--- config.mk ---
export PLATFORM = sky130hd
export DESIGN_NAME = keypad_scanner
export DESIGN_NICKNAME = d
export VERILOG_FILES = /design/src/rtl/keypad_pkg.sv /design/src/rtl/sync_2ff.sv /design/src/rtl/keypad_scanner.sv
export SDC_FILE = /design/constraint.sdc
export NUM_CORES = 1
export LEC_CHECK = 0
export CORE_ASPECT_RATIO = 1.2
export CORE_MARGIN = 2
export CORE_UTILIZATION = 52
export CTS_CLUSTER_DIAMETER = 50
export DETAILED_ROUTE_END_ITERATION = 16
export HOLD_SLACK_MARGIN = 0.05
export PLACE_DENSITY_LB_ADDON = 0.2
export SLEW_MARGIN = 20
export SYNTH_ARGS = -nofsm -noshare
export SYNTH_HDL_FRONTEND = slang
export SYNTH_SLANG_ARGS = --single-unit
--- constraint.sdc ---
create_clock -name CLK -period 3 [get_ports CLK]
set_clock_uncertainty 0.15 [all_clocks]
set_input_delay 0.3 -clock CLK [delete_from_list [all_inputs] [get_ports CLK]]
set_output_delay 0.3 -clock CLK [all_outputs]
set_load 0.01 [all_outputs]
--- src/rtl/keypad_pkg.sv ---
// Shared key codes, debounce FSM state encoding and the 4x4 keymap lookup
// used by the keypad scanner.
package keypad_pkg;

  localparam logic [3:0] TECLA_NINGUNA = 4'hF;
  localparam logic [3:0] TECLA_INICIO  = 4'hA;
  localparam logic [3:0] TECLA_FIN     = 4'hB;
  localparam logic [3:0] TECLA_SEP     = 4'hC;
  localparam logic [3:0] TECLA_D       = 4'hD;
  localparam logic [3:0] TECLA_AST     = 4'hE;

  typedef enum logic [1:0] {
    ESPERA   = 2'd0,
    REBOTE   = 2'd1,
    PULSADA  = 2'd2,
    SOLTANDO = 2'd3
  } estado_t;

  // '#' maps to TECLA_NINGUNA so it can never be taken as a key.
  function automatic logic [3:0] tecla_de(input logic [1:0] fila_idx,
                                          input logic [1:0] col_idx);
    logic [3:0] code;
    case ({fila_idx, col_idx})
      4'b00_00: code = 4'h1;
      4'b00_01: code = 4'h2;
      4'b00_10: code = 4'h3;
      4'b00_11: code = TECLA_INICIO;
      4'b01_00: code = 4'h4;
      4'b01_01: code = 4'h5;
      4'b01_10: code = 4'h6;
      4'b01_11: code = TECLA_FIN;
      4'b10_00: code = 4'h7;
      4'b10_01: code = 4'h8;
      4'b10_10: code = 4'h9;
      4'b10_11: code = TECLA_SEP;
      4'b11_00: code = TECLA_AST;
      4'b11_01: code = 4'h0;
      4'b11_10: code = TECLA_NINGUNA;
      default:  code = TECLA_D;
    endcase
    return code;
  endfunction

endpackage

--- src/rtl/sync_2ff.sv ---
// Two-flop synchroniser for the asynchronous, active-low keypad rows.
// Resets to all-ones so an idle keypad is seen while the chain refills.
module sync_2ff (
  input  logic       CLK,
  input  logic       Reset,
  input  logic [3:0] d,
  output logic [3:0] q
);

  logic [3:0] meta;

  always_ff @(posedge CLK) begin
    if (Reset) begin
      meta <= 4'b1111;
      q    <= 4'b1111;
    end else begin
      meta <= d;
      q    <= meta;
    end
  end

endmodule

--- src/rtl/keypad_scanner.sv ---
// 4x4 active-low keypad scanner: column rotation, per-scan key pick,
// debounce FSM and registered code outputs for the command sequencer.
module keypad_scanner
  import keypad_pkg::*;
#(
  parameter int SCAN_DIV       = 1000,
  parameter int DEBOUNCE_SCANS = 4
) (
  input  logic       CLK,
  input  logic       Reset,
  input  logic [3:0] fila,
  output logic [3:0] columna,
  output logic [3:0] tvalida,
  output logic       esnumero,
  output logic       tecla_lista
);

  localparam int DIV_W = $clog2(SCAN_DIV);
  localparam int CNT_W = $clog2(DEBOUNCE_SCANS + 1);
  localparam logic [DIV_W-1:0] DIV_LAST = DIV_W'(SCAN_DIV - 1);
  localparam logic [CNT_W-1:0] CNT_LAST = CNT_W'(DEBOUNCE_SCANS - 1);

  logic [3:0]       fila_s;
  logic [DIV_W-1:0] div_q;
  logic [1:0]       col_q;
  logic             acc_hit;
  logic [3:0]       acc_key;
  logic [CNT_W-1:0] cnt_q;
  logic [3:0]       cand_q;
  estado_t          estado;

  logic             col_hit;
  logic [3:0]       col_key;
  logic             slot_end;
  logic             scan_end;
  logic             scan_hit;
  logic [3:0]       scan_key;

  sync_2ff u_sync (
    .CLK   (CLK),
    .Reset (Reset),
    .d     (fila),
    .q     (fila_s)
  );

  // Lowest active row of the current column wins; '#' alone is ignored.
  always_comb begin
    col_hit = 1'b0;
    col_key = TECLA_NINGUNA;
    for (int r = 3; r >= 0; r--) begin
      if (!fila_s[r] && tecla_de(2'(r), col_q) != TECLA_NINGUNA) begin
        col_hit = 1'b1;
        col_key = tecla_de(2'(r), col_q);
      end
    end
  end

  assign slot_end = (div_q == DIV_LAST);
  assign scan_end = slot_end && (col_q == 2'd3);
  assign scan_hit = acc_hit | col_hit;
  assign scan_key = acc_hit ? acc_key : col_key;

  always_ff @(posedge CLK) begin
    if (Reset) begin
      div_q   <= '0;
      col_q   <= 2'd0;
      columna <= 4'b1110;
      acc_hit <= 1'b0;
      acc_key <= TECLA_NINGUNA;
    end else if (slot_end) begin
      div_q   <= '0;
      col_q   <= col_q + 2'd1;
      columna <= {columna[2:0], columna[3]};
      if (scan_end) begin
        acc_hit <= 1'b0;
        acc_key <= TECLA_NINGUNA;
      end else begin
        acc_hit <= scan_hit;
        acc_key <= scan_key;
      end
    end else begin
      div_q <= div_q + DIV_W'(1);
    end
  end

  // Debounce FSM: only advances on the cycle that closes a full scan.
  always_ff @(posedge CLK) begin
    if (Reset) begin
      estado      <= ESPERA;
      cnt_q       <= '0;
      cand_q      <= TECLA_NINGUNA;
      tvalida     <= TECLA_NINGUNA;
      esnumero    <= 1'b0;
      tecla_lista <= 1'b0;
    end else begin
      tecla_lista <= 1'b0;
      if (scan_end) begin
        case (estado)
          ESPERA: begin
            if (scan_hit) begin
              cand_q <= scan_key;
              cnt_q  <= CNT_W'(1);
              if (DEBOUNCE_SCANS == 1) begin
                tvalida     <= scan_key;
                esnumero    <= (scan_key <= 4'd9);
                tecla_lista <= 1'b1;
                estado      <= PULSADA;
              end else begin
                estado <= REBOTE;
              end
            end
          end
          REBOTE: begin
            if (scan_hit && scan_key == cand_q) begin
              if (cnt_q == CNT_LAST) begin
                tvalida     <= cand_q;
                esnumero    <= (cand_q <= 4'd9);
                tecla_lista <= 1'b1;
                estado      <= PULSADA;
              end else begin
                cnt_q <= cnt_q + CNT_W'(1);
              end
            end else begin
              estado <= ESPERA;
            end
          end
          PULSADA: begin
            if (!scan_hit) begin
              cnt_q <= CNT_W'(1);
              if (DEBOUNCE_SCANS == 1) begin
                tvalida  <= TECLA_NINGUNA;
                esnumero <= 1'b0;
                estado   <= ESPERA;
              end else begin
                estado <= SOLTANDO;
              end
            end
          end
          SOLTANDO: begin
            if (scan_hit) begin
              estado <= PULSADA;
            end else if (cnt_q == CNT_LAST) begin
              tvalida  <= TECLA_NINGUNA;
              esnumero <= 1'b0;
              estado   <= ESPERA;
            end else begin
              cnt_q <= cnt_q + CNT_W'(1);
            end
          end
          default: estado <= ESPERA;
        endcase
      end
    end
  end

endmodule

Word-level counts from Yosys, hierarchy flattened --
Index checks and enable logic that the tools add are counted.
Storage, ports and cells: register bits 44, input bits 6, output and inout bits 10, logic and storage cells 100
Cells by class: add/sub/neg operators 3, order comparisons 1, eq/ne operators 21, multiplexer cells 39, bitwise gates (word level) 4, reductions and logical operators 19
Operators with widths (number):
- one-hot mux 4 bit (4 select lines) | 3
- two-way mux 4 bit | 10
- != test 4 bit, second input constant | 4
- two-way mux 3 bit | 5
- two-way mux 2 bit | 6
- != test 2 bit, second input constant | 6
- one-hot mux 3 bit (4 select lines) | 1
- one-hot mux 4 bit (3 select lines) | 1
- adder 10 x 1 -> 10 bit, second input constant | 1
- equality test 10 bit, second input constant | 1
- two-way mux 1 bit | 10
- AND reduction 5 bit | 2
- equality test 2 bit, second input constant | 4
- one-hot mux 2 bit (4 select lines) | 1
- one-hot mux 4 bit (2 select lines) | 1
- logical AND 1 bit | 6
- != test 3 bit, second input constant | 2
- AND reduction 6 bit | 1
- equality test 2 x 1 -> 1 bit, second input constant | 2
- equality test 4 bit | 1
- <= comparator 4 bit, second input constant | 1
- zero test 1 bit | 4
- zero test 2 bit | 2
- OR reduction 4 bit | 1
- 9 further kinds | 11

Longest topological paths before layout --
word-level depth 13, mapped depth 11

By module --
Synthesis repeated with hierarchy kept, for this count alone.
Second synthesis, totals: cells, all modules 245, area total of the unflattened synthesis 2215.9 um2
Modules (own cells, without submodules):
- keypad_scanner | times used 1, cells each 229, area each 2005.7 um2
- sync_2ff | times used 1, cells each 16, area each 210.2 um2

Worst setup path before layout --
No wires, ideal clock.
path kind reg-to-reg, start point reg col_q[0], end point reg tvalida[0], library setup time 0.122 ns, arrival time 2.551 ns, slack 0.177 ns, cell stages (with the launch flop) 12, path buffers 1, period minus slack after synthesis 2.823 ns, cell sequence dfxtp_1 inv_1 ha_1 or2_1 o32a_1 o2bb2ai_4 xnor2_1 nor4_4 nand3b_1 or3_1 buf_2 o32a_1
Between the ends: word-level cells in the longest chain between the ends 13, elaborated cells on any way between the ends 32, classes of those cells eq/ne: 10; mux: 13; bitwise: 1; reduce/logical: 8
Ends and longest elaborated chain:
- from (decl) | line keypad_scanner.sv:25 | logic [1:0] col_q;
- from (signal assigned) | line keypad_scanner.sv:72 | col_q <= col_q + 2'd1;
- equality test 2 bit, or another cell as far along | line keypad_pkg.sv:23 | case ({fila_idx, col_idx})
- one-hot mux 4 bit (3 select lines) | line keypad_pkg.sv:23
- != test 4 bit | line keypad_scanner.sv:51 | if (!fila_s[r] && tecla_de(2'(r), col_q) != TECLA_NINGUNA) begin
- logical AND 1 bit | line keypad_scanner.sv:51
- two-way mux 4 bit (4 in series) | line keypad_scanner.sv:51
- two-way mux 4 bit | line keypad_scanner.sv:61 | assign scan_key = acc_hit ? acc_key : col_key;
- equality test 4 bit | line keypad_scanner.sv:114 | if (scan_hit && scan_key == cand_q) begin
- logical AND 1 bit | line keypad_scanner.sv:114
- != test 2 bit (no source line)
- AND reduction 6 bit (no source line) *
- to (signal assigned) | line keypad_scanner.sv:104 | tvalida <= scan_key;
- to (signal assigned) | line keypad_scanner.sv:116 | tvalida <= cand_q;
- to (decl) | line keypad_scanner.sv:13 | output logic [3:0] tvalida,
Mark *: on every way between the ends. The rest lies on a longest branch, timed or not. The select of a mux whose other input is x is not followed. A chain may end at the register's enable or synchronous reset.

Worst setup path in the final report --
Same ends and word-level chain as after synthesis.

==> results.py <==
metrics = {
    "synthesis": {
        "avgSynthCellArea_um2": 9.30,
        "yosys_warnings": 0,
        "syn_area_um2": 2140,
        "yosysTopAreaCellShare_pct": 41.2,
        "synthTopCellsByCount": "dfxtp_1 (44), nor2_1 (30), nand2_1 (15), or2_2 (13), ha_1 (11)",
        "synth-seq-area-share_pct": 41.2,
        "synth_cell_types": 49,
        "synth_flop_cell": "dfxtp_1",
        "syn_nets": 247,
        "synth_seq_cells": 44,
        "synth_edf_count": 0,
        "async_flop_share_pct": 0,
        "synthCells": 230,
        "synth_area_leader_cell": "dfxtp_1",
        "synthTopCellsByArea": "dfxtp_1 (41%), ha_1 (6.4%), nor2_1 (5.3%)",
        "yosysMostFrequentCell": "dfxtp_1",
    },
    "grt": {
        "grt_pass1_vias": 1536,
        "track_usage_pct": 17.1,
        "grt_pass1_wl_um": 6360,
        "grt_start_max_net_pins": 26,
        "grt_overflow": 0,
        "antenna_found_initial": 0,
    },
    "timing": {
        "timing.final.crit_share_pct": 95.6,
        "holdWs_ps": 260,
        "slew_headroom_pct": 44.4,
        "period_minus_slack_ps": 2870,
        "setup-violations-final": 0,
        "finalMaxSlewViolations": 0,
        "final_hold_viol_count": 0,
        "rsz0062_at_grt": "no",
        "tightestPinTransition_ps": 823,
        "fin_setup_tns_ps": 0,
        "clock.fmax_mhz": 349,
    },
    "setup_path": {
        "path_cells": "inv_2 -> ha_2 -> or2_4 -> o32a_1 -> o2bb2ai_4 -> xnor2_2 -> nor4_4 -> nand3b_1 -> or3_4 -> o32a_1",
        "cp-start-kind": "flip-flop",
        "crit_required_ps": 3030,
        "crit_top_cell": "o32a_1",
        "crit_type": "flip-flop to flip-flop",
        "reg2regPathDepth": 10,
        "critPathMaxStageDelay_ps": 420,
        "slowest_stage": "or3_4",
        "cp_data_arrival_time_ps": 2900,
        "critPathCaptureType": "flip-flop",
        "crit_fanout": 6,
    },
    "detailed_routing": {
        "ant_nets": 0,
        "viasPerCell": 5.26,
        "wl_um": 3750,
        "drt_iter0_drc": 34,
        "dr.pass1.iters": 4,
        "routed-via-count": 1593,
        "drc_errors": 0,
        "wl_per_cell_um": 12.4,
    },
    "clock_tree": {
        "clkSinkCount": 44,
        "cts_buffers": 5,
        "clk_pin_slew_ps": 80,
        "clockRootBuffer": "clkbuf_8",
        "clk_latency_ps": 290,
        "cts_tree": "yes",
        "cts_max_level": 2,
        "ctsLongestPathBuffers": 2,
    },
    "flow_run": {
        "max_cap_viol_count": 0,
    },
    "power_and_ir_drop": {
        "leakage_nw": 0.915,
        "ir_drop_uv": 347,
        "powerDensity_nw_per_um2": 414,
    },
    "floorplanning": {
        "dieArea_um2": 4650,
        "coreArea_um2": 3940,
        "die_w_um": 62.6,
        "rows": 25,
        "io-pin-count": 16,
        "initial_core_util_pct": 54.3,
        "die_y_um": 74.3,
    },
    "place": {
        "gp_congestion": 0.830,
        "dp_hpwl_um": 2680,
        "port_buffers": 15,
    },
    "cells_and_area": {
        "drive_above_1_share_pct": 20.5,
        "area_growth_pct": 17.0,
        "antenna_cells": 0,
        "final_nets": 265,
        "fin_util_pct": 63.5,
    },
    "worst_hold_path": {
        "min_path_type": "flip-flop to flip-flop",
        "hold_depth": 1,
    },
    "outcome": {
        "status": "completed",
    },
}
-- cell usage in the layout (no fill, tap or decap), drive strengths merged, types with 3 or more instances in the layout --
| master | synthesis | routed |
|---|---|---|
| o21ai | 4 | 4 |
| nand2 | 16 | 16 |
| a21oi | 11 | 11 |
| o21bai | 3 | 3 |
| clkdlybuf4s50 | 0 | 15 |
| nand3 | 8 | 8 |
| or2 | 14 | 14 |
| xnor2 | 10 | 10 |
| inv | 8 | 8 |
| nor2b | 7 | 7 |
| a211o | 8 | 8 |
| nor2 | 30 | 30 |
| a31oi | 4 | 4 |
| mux2i | 3 | 3 |
| nor3 | 4 | 4 |
| ha | 11 | 11 |
| dfxtp | 44 | 44 |
| o32a | 5 | 5 |
| clkbuf | 9 | 6 |
| xor2 | 4 | 4 |
| buf | 3 | 8 |
| nor4 | 3 | 3 |
-- stage by stage --
stage                     cell area [um^2]  power, mW  worst slack [ps]  cells
final                                 2500       1.04               133    303
after global routing                  2500       1.08              4.82    303
after CTS                             2420       1.05              42.2    301
after detailed placement              2340      0.681              65.9    293
after global placement                2340      0.681               155    293
after floorplan                       2140      0.665               177    230
-- final timing paths --
path	from	end	slack [ps]
worst max-delay path	col_q[0]$_SDFFE_PP0N_	tvalida[0]$_SDFFE_PP1P_	130
worst min-delay path	u_sync.meta[2]$_SDFF_PP1_	u_sync.q[2]$_SDFF_PP1_	260
worst max register to register	col_q[0]$_SDFFE_PP0N_	tvalida[0]$_SDFFE_PP1P_	130
worst min register to register	u_sync.meta[2]$_SDFF_PP1_	u_sync.q[2]$_SDFF_PP1_	260
-- registers in the layout, indices dropped and copies added, names as in the netlist, 2 cells and up --
signal / cells
acc_key: 4
cand_q: 4
cnt_q: 3
col_q: 2
columna: 4
div_q: 10
estado: 2
tvalida: 4
u_sync.meta: 4
u_sync.q: 4
-- repair_timing --
| item | in CTS | in global routing |
|---|---|---|
| setup buffers | 0 | 2 |
| hold buffers | 0 | 0 |
| resized for setup | 0 | 16 |
| hold endpoints to repair | 0 | 0 |
| endpoints found under the setup margin | 0 | 8 |
-- routing by layer --
metal | routed length [um] | up-vias | share of wire (%) | GRT usage [%]
met5 | 0 | - | 0 | 0
met4 | 65 | 0 | 1.7 | 6.67
met3 | 100 | 7 | 2.7 | 4.08
met2 | 1840 | 17 | 49 | 31.7
met1 | 1750 | 741 | 47 | 19.2
li1 | - | 828 | - | -
-- cells by family after synthesis --
| logic type | count (synthesis) | share of synthesized area, % |
|---|---|---|
| multiplexers | 3 | 1.40 |
| buffers and inverters | 20 | 4.50 |
| AND/OR/NAND/NOR | 92 | 22.7 |
| flip-flops | 44 | 41.2 |
| XOR/XNOR | 14 | 5.73 |
| adder cells (fa/ha/maj) | 11 | 6.43 |
| AO/OA/AOI/OAI | 46 | 18.0 |
-- power breakdown --
group          internal [mW]  switching [mW]  total, mW
sequential             0.591         0.00578      0.597
combinational         0.0369          0.0383     0.0752
clock                  0.166           0.198      0.363
total                  0.793           0.242       1.04
-- worst max-delay path, delay by kind of cell (launching register included) --
kind | cells | cell delay, ps
compound gates | 3 | 720
xor+xnor | 1 | 100
fa+ha+maj | 1 | 200
simple gates | 4 | 1180
buf+inv | 1 | 60
flops | 1 | 340
-- final cells by class --
cell class                 instances  area (um^2)
inverter                           8         30.0
timing repair buffer              23          210
clock inverter                     2         16.3
clock buffer                       6         72.6
tap                               54         67.6
sequential                        44          886
multi-input combinational        166         1220
fill                             338         1440
Note: power is estimated with default switching activity, not from simulation.
==> RTL change 1, RTL diff (same flow settings) <==
Register the output `columna` once more, without a reset; this adds one clock of latency there. The other outputs are not delayed to match.
--- a/src/rtl/keypad_scanner.sv
+++ b/src/rtl/keypad_scanner.sv
@@ -19,6 +19,8 @@
   localparam int CNT_W = $clog2(DEBOUNCE_SCANS + 1);
   localparam logic [DIV_W-1:0] DIV_LAST = DIV_W'(SCAN_DIV - 1);
   localparam logic [CNT_W-1:0] CNT_LAST = CNT_W'(DEBOUNCE_SCANS - 1);
+
+  logic [3:0] columna_s0;
 
   logic [3:0]       fila_s;
   logic [DIV_W-1:0] div_q;
@@ -64,13 +66,13 @@
     if (Reset) begin
       div_q   <= '0;
       col_q   <= 2'd0;
-      columna <= 4'b1110;
+      columna_s0 <= 4'b1110;
       acc_hit <= 1'b0;
       acc_key <= TECLA_NINGUNA;
     end else if (slot_end) begin
       div_q   <= '0;
       col_q   <= col_q + 2'd1;
-      columna <= {columna[2:0], columna[3]};
+      columna_s0 <= {columna_s0[2:0], columna_s0[3]};
       if (scan_end) begin
         acc_hit <= 1'b0;
         acc_key <= TECLA_NINGUNA;
@@ -153,5 +155,9 @@
     end
   end
 
+  always_ff @(posedge CLK) begin
+    columna <= columna_s0;
+  end
+
 endmodule
 
Function: changed (Yosys sat finds a counterexample within 4 cycles, from zero or initial values and one cycle with Reset high).
==> RTL change 1 against the original RTL <==
Critical path depth fell by 1; synthesized cell count rose by 9.1%; critical endpoint is now tvalida[2]; setup slack improved by 0.074 ns; non-clock buffer count fell by 3; die area rose by 6.5%; clock power rose by 8.0%; sequential cell count rose by 4; routed wire length rose by 11%; power rose by 8.4%; final area rose by 3.5%; synthesized area rose by 6.9%.
==> RTL change 1: results (changes against the original RTL) <==
Status = finished, final reports clean (unchanged)
Synth Area in XOR/XNOR = 3.829% (was 5.731%)
NumNets Final = 285 (was 265)
Data buffer area share = 7.239% (was 8.396%)
Adder-Cell Fraction of Synth Area = 6.018% (was 6.433%)
Post-DP Area = 0.002480 sq mm (was 0.002336 sq mm)
Largest cells by area after synthesis = dfxtp_1 (42%), ha_1 (6.0%), nor2_1 (4.9%), nand2_1 (3.8%), or2_2 (3.3%) (was dfxtp_1 (41%), ha_1 (6.4%), nor2_1 (5.3%), xnor2_1 (4.1%), or2_2 (3.8%))
Post-synthesis cell type count = 51 (was 49)
Synth warn = 0 (unchanged)
Hold endpoint = columna[3] (was u_sync.q[2])
Non-clock buffers = 20 (was 23)
Crit path max fanout = 8 (was 6)
Die width = 64.54 um (was 62.56 um)
Post-synthesis compound-gate area fraction = 16.19% (was 18.01%)
Synth cell count leaders = dfxtp_1 (48), nor2_1 (30), nand2_1 (23) (was dfxtp_1 (44), nor2_1 (30), nand2_1 (15))
Worst r2r dst = tvalida[2] (was tvalida[0])
Register share of the cell area = 37.16% (was 35.38%)
Hold path cells = 0 (was 1)
Num sequential = 48 (was 44)
Mapped Nets = 268 (was 247)
Layout cells sized above 1 = 13.75% (was 20.48%)
Sequential share of the synthesized area = 42.01% (was 41.17%)
Signal inverters = 10 (was 8)
DR vias = 1,735 (was 1,593)
CTS clock-pin slew for the worst setup and hold paths = 0.10 ns (was 0.08 ns)
Htree depth = 2 (unchanged)
CP max stage delay = 0.39 ns (was 0.42 ns)
Drt initial violations = 94 (was 34)
Worst Max-Slew Pin Slew = 0.5005 ns (was 0.8234 ns)
Comb_multi_in = 183 (was 166)
Wirelength per Cell = 12.83 um (was 12.38 um)
Internal reg-to-reg setup slack = 0.21 ns (was 0.13 ns)
Global-route wire length before repair = 7272 um (was 6361 um)
Clock network contribution to total cell area = 3.620% (was 3.548%)
Global Route Usage Sum = 18.23% (was 17.09%)
Area of the multi-input gates = 0.001240 sq mm (was 0.001221 sq mm)
Largest net degree at the start of global routing = 38 (was 26)
Mux cell area share after synthesis = 1.751% (was 1.404%)
VDD IR max = 480.7 uV (was 346.7 uV)
-- RTL change 1: cell count changes after synthesis, sizes merged, moves of 4 or more --
cell,delta
xnor2,-5
dfxtp,+4
nor3,+4
nor2b,-5
o32a,-5
nand2,+7
a211o,-4
o31a,+5
-- RTL change 1: cells by family (layout without fill, tap and decap cells) --
kind of cell | after synthesis | in the layout
and+or+nand+nor | 112 | 112
DFF | 48 | 48
AOI/OAI and AO/OA | 46 | 46
buffers and inverters | 20 | 38
adders and majority gates | 11 | 11
xor gates and xnor gates | 10 | 10
muxes | 4 | 4
-- RTL change 1: where the power goes --
| part | internal, uW | total (uW) | switching, uW |
|---|---|---|---|
| clock network | 170 | 392 | 222 |
| logic | 37.5 | 79.2 | 41.7 |
| registers | 645 | 651 | 6.21 |
| total | 852 | 1120 | 270 |
-- RTL change 1: critical path, delay by kind of cell, from the launching register on --
family,cells,cell delay [ns]
DFF,1,0.36
adders and majority gates,1,0.32
buffers and inverters,1,0.13
and+or+nand+nor,3,0.73
AOI/OAI and AO/OA,3,0.63
muxes,1,0.37
-- RTL change 1: per-layer routing --
metal  track usage (%)  vias up  routed length [um]
met4             7.447        0                  33
met1             21.51      799                1928
met5                 0        -                   0
li1                  -      907                   -
met2             31.67       26                2077
met3             3.959        3                 129
-- RTL change 1: stage by stage --
stage	utilization [%]	cells	setup WS [ns]	power, uW	hold WS (ns)
floorplan	-	251	0.3747	722.1	0.2007
global placement	58.64	317	0.2379	741.7	0.2131
detailed placement	58.64	317	0.1470	742.9	0.2113
CTS	60.86	325	0.1019	1136	0.2254
global route	61.30	325	0.02034	1179	0.2391
finish	61.30	325	0.2067	1122	0.2244
-- RTL change 1: timing repair --
action,CTS,global route
hold buffers,0,0
endpoints found under the setup margin,0,5
setup buffers,0,0
resized for setup,0,4
==> RTL change 2, RTL diff (config.mk and constraints unchanged) <==
Without the edit above. The parameter `SCAN_DIV` goes from 1000 to 2000.
--- a/src/rtl/keypad_scanner.sv
+++ b/src/rtl/keypad_scanner.sv
@@ -3,7 +3,7 @@
 module keypad_scanner
   import keypad_pkg::*;
 #(
-  parameter int SCAN_DIV       = 1000,
+  parameter int SCAN_DIV       = 2000,
   parameter int DEBOUNCE_SCANS = 4
 ) (
   input  logic       CLK,
Check against the original RTL: same outputs for any inputs over 10 cycles, from zero or initial values and one cycle with Reset high; that may be too few to reach the edited logic, so the function may still have changed.
==> RTL change 2 against the original RTL <==
First-iteration DRC count grew to 2.6 times the old value; power grew 9.3%; clock power grew 22%; final area grew 5.8%; setup slack gained 0.035 ns; critical path depth is the same; sequential share of layout area shrank 1.3 points; worst hold slack gained 0.0025 ns; synthesized area grew 8.9%; die area grew 8.4%; routed wire length grew 21%; sequential cell count grew 1.
==> RTL change 2: results (changes against the original RTL) <==
Data buffer area share = 7.082% (was 8.396%)
Root Driver = clkbuf_8 (unchanged)
Status = finished, final reports clean (unchanged)
Largest net degree at the start of global routing = 16 (was 26)
Sequential share of the synthesized area = 38.65% (was 41.17%)
Routed wl met2 = 2199 um (was 1835 um)
PortBufs = 15 (unchanged)
Final wirelength = 4543 um (was 3752 um)
Global Route Usage Sum = 20.02% (was 17.09%)
CTS sink cnt = 45 (was 44)
Area of the multi-input gates = 0.001340 sq mm (was 0.001221 sq mm)
Post-synthesis cell type count = 52 (was 49)
Fill count = 368 (was 338)
Signal inverters = 12 (was 8)
Met3 Routed Length = 183 um (was 100 um)
DR vias = 1,856 (was 1,593)
CP max stage delay = 0.40 ns (was 0.42 ns)
NumNets Final = 295 (was 265)
Global-route wire length before repair = 8073 um (was 6361 um)
Non-clock buffers = 20 (was 23)
Largest cells by area after synthesis = dfxtp_1 (39%), ha_1 (5.9%), nor2_1 (5.0%), nand2_1 (3.7%), mux2i_1 (3.0%) (was dfxtp_1 (41%), ha_1 (6.4%), nor2_1 (5.3%), xnor2_1 (4.1%), or2_2 (3.8%))
Initial antenna violation count = 0 (unchanged)
DRT Pass-1 Iters = 4 (unchanged)
GRT met3 Usage = 3.768% (was 4.085%)
Met1 usage = 23.97% (was 19.22%)
Clock network contribution to total cell area = 3.919% (was 3.548%)
Worst Max-Slew Pin Slew = 0.5315 ns (was 0.8234 ns)
Comb_multi_in = 194 (was 166)
# rows = 26 (was 25)
Metal-1 WL = 2032 um (was 1750 um)
Layout cells sized above 1 = 15.83% (was 20.48%)
Synth cell count leaders = dfxtp_1 (45), nor2_1 (31), nand2_1 (23) (was dfxtp_1 (44), nor2_1 (30), nand2_1 (15))
Drt initial violations = 88 (was 34)
Detailed placement HPWL = 3272 um (was 2685 um)
Area leader, netlist = dfxtp_1 (unchanged)
Slowest stage cell on the critical path = dfxtp_2 (was or3_4)
RD Place Congestion = 0.8338 (was 0.8299)
Vias in the first global route = 1,828 (was 1,536)
Worst path arrival time = 2.93 ns (was 2.90 ns)
VDD IR max = 332.8 uV (was 346.7 uV)
Max reg flops = 11 (was 10)
Mapped Nets = 279 (was 247)
M2 GR Usage = 34.23% (was 31.66%)
N_diodes = 0 (unchanged)
Leakage Power = 0.0009605 uW (was 0.0009152 uW)
Register share of the cell area = 34.09% (was 35.38%)
RTL change 2: cell types whose count changed in the layout (fill, tap and decap cells not counted), sizes merged, moves of 5 or more:
cell / before / now
a211o: 8 / 1
nand2: 16 / 23
nand4: 0 / 5
o32a: 5 / 0
nor3: 4 / 16
RTL change 2: cells by family after synthesis:
kind of cell	count (synthesis)	synth area share [%]
AND/OR/NAND/NOR	115	26.52
multiplexers	7	3.006
flip-flops	45	38.65
adder cells (fa/ha/maj)	11	5.904
buffers and inverters	23	4.079
AO/OA/AOI/OAI	51	18.09
XOR/XNOR	10	3.758
RTL change 2: what timing repair did:
action	4_1_cts	5_1_grt
endpoints found under the setup margin	0	8
hold buffers	0	0
buffers inserted	0	1
gates resized for setup	0	3
RTL change 2: critical path: cells and delay by family (launching register included):
| family | cells | cell delay, ns |
|---|---|---|
| AO/OA/AOI/OAI | 4 | 0.92 |
| buffers and inverters | 2 | 0.31 |
| flip-flops | 1 | 0.40 |
| adder cells (fa/ha/maj) | 1 | 0.26 |
| AND/OR/NAND/NOR | 3 | 0.73 |
RTL change 2: per-stage QoR:
step,power (uW),std cells,worst slack (ns),cell area [sq um]
floorplan,681.7,262,0.3991,2331
global placement,699.7,326,0.1852,2531
detailed placement,701.0,326,0.1119,2531
CTS,1141,333,0.06944,2635
global route,1179,334,0.02253,2650
finish,1132,334,0.1677,2650
RTL change 2: power by group:
part           internal, uW  total, uW  switching [uW]
combinational          35.0       78.0            43.0
clock                   242        442             200
sequential              605        612            7.05
RTL change 2: path summary, 6_finish.rpt:
check,startpoint,to,slack (ns),depth (start not counted)
min,u_sync.meta[1],u_sync.q[1],0.26,1
min reg2reg,u_sync.meta[1],u_sync.q[1],0.26,1
max,col_q[0],cnt_q[2],0.17,10
max reg2reg,col_q[0],cnt_q[2],0.17,10
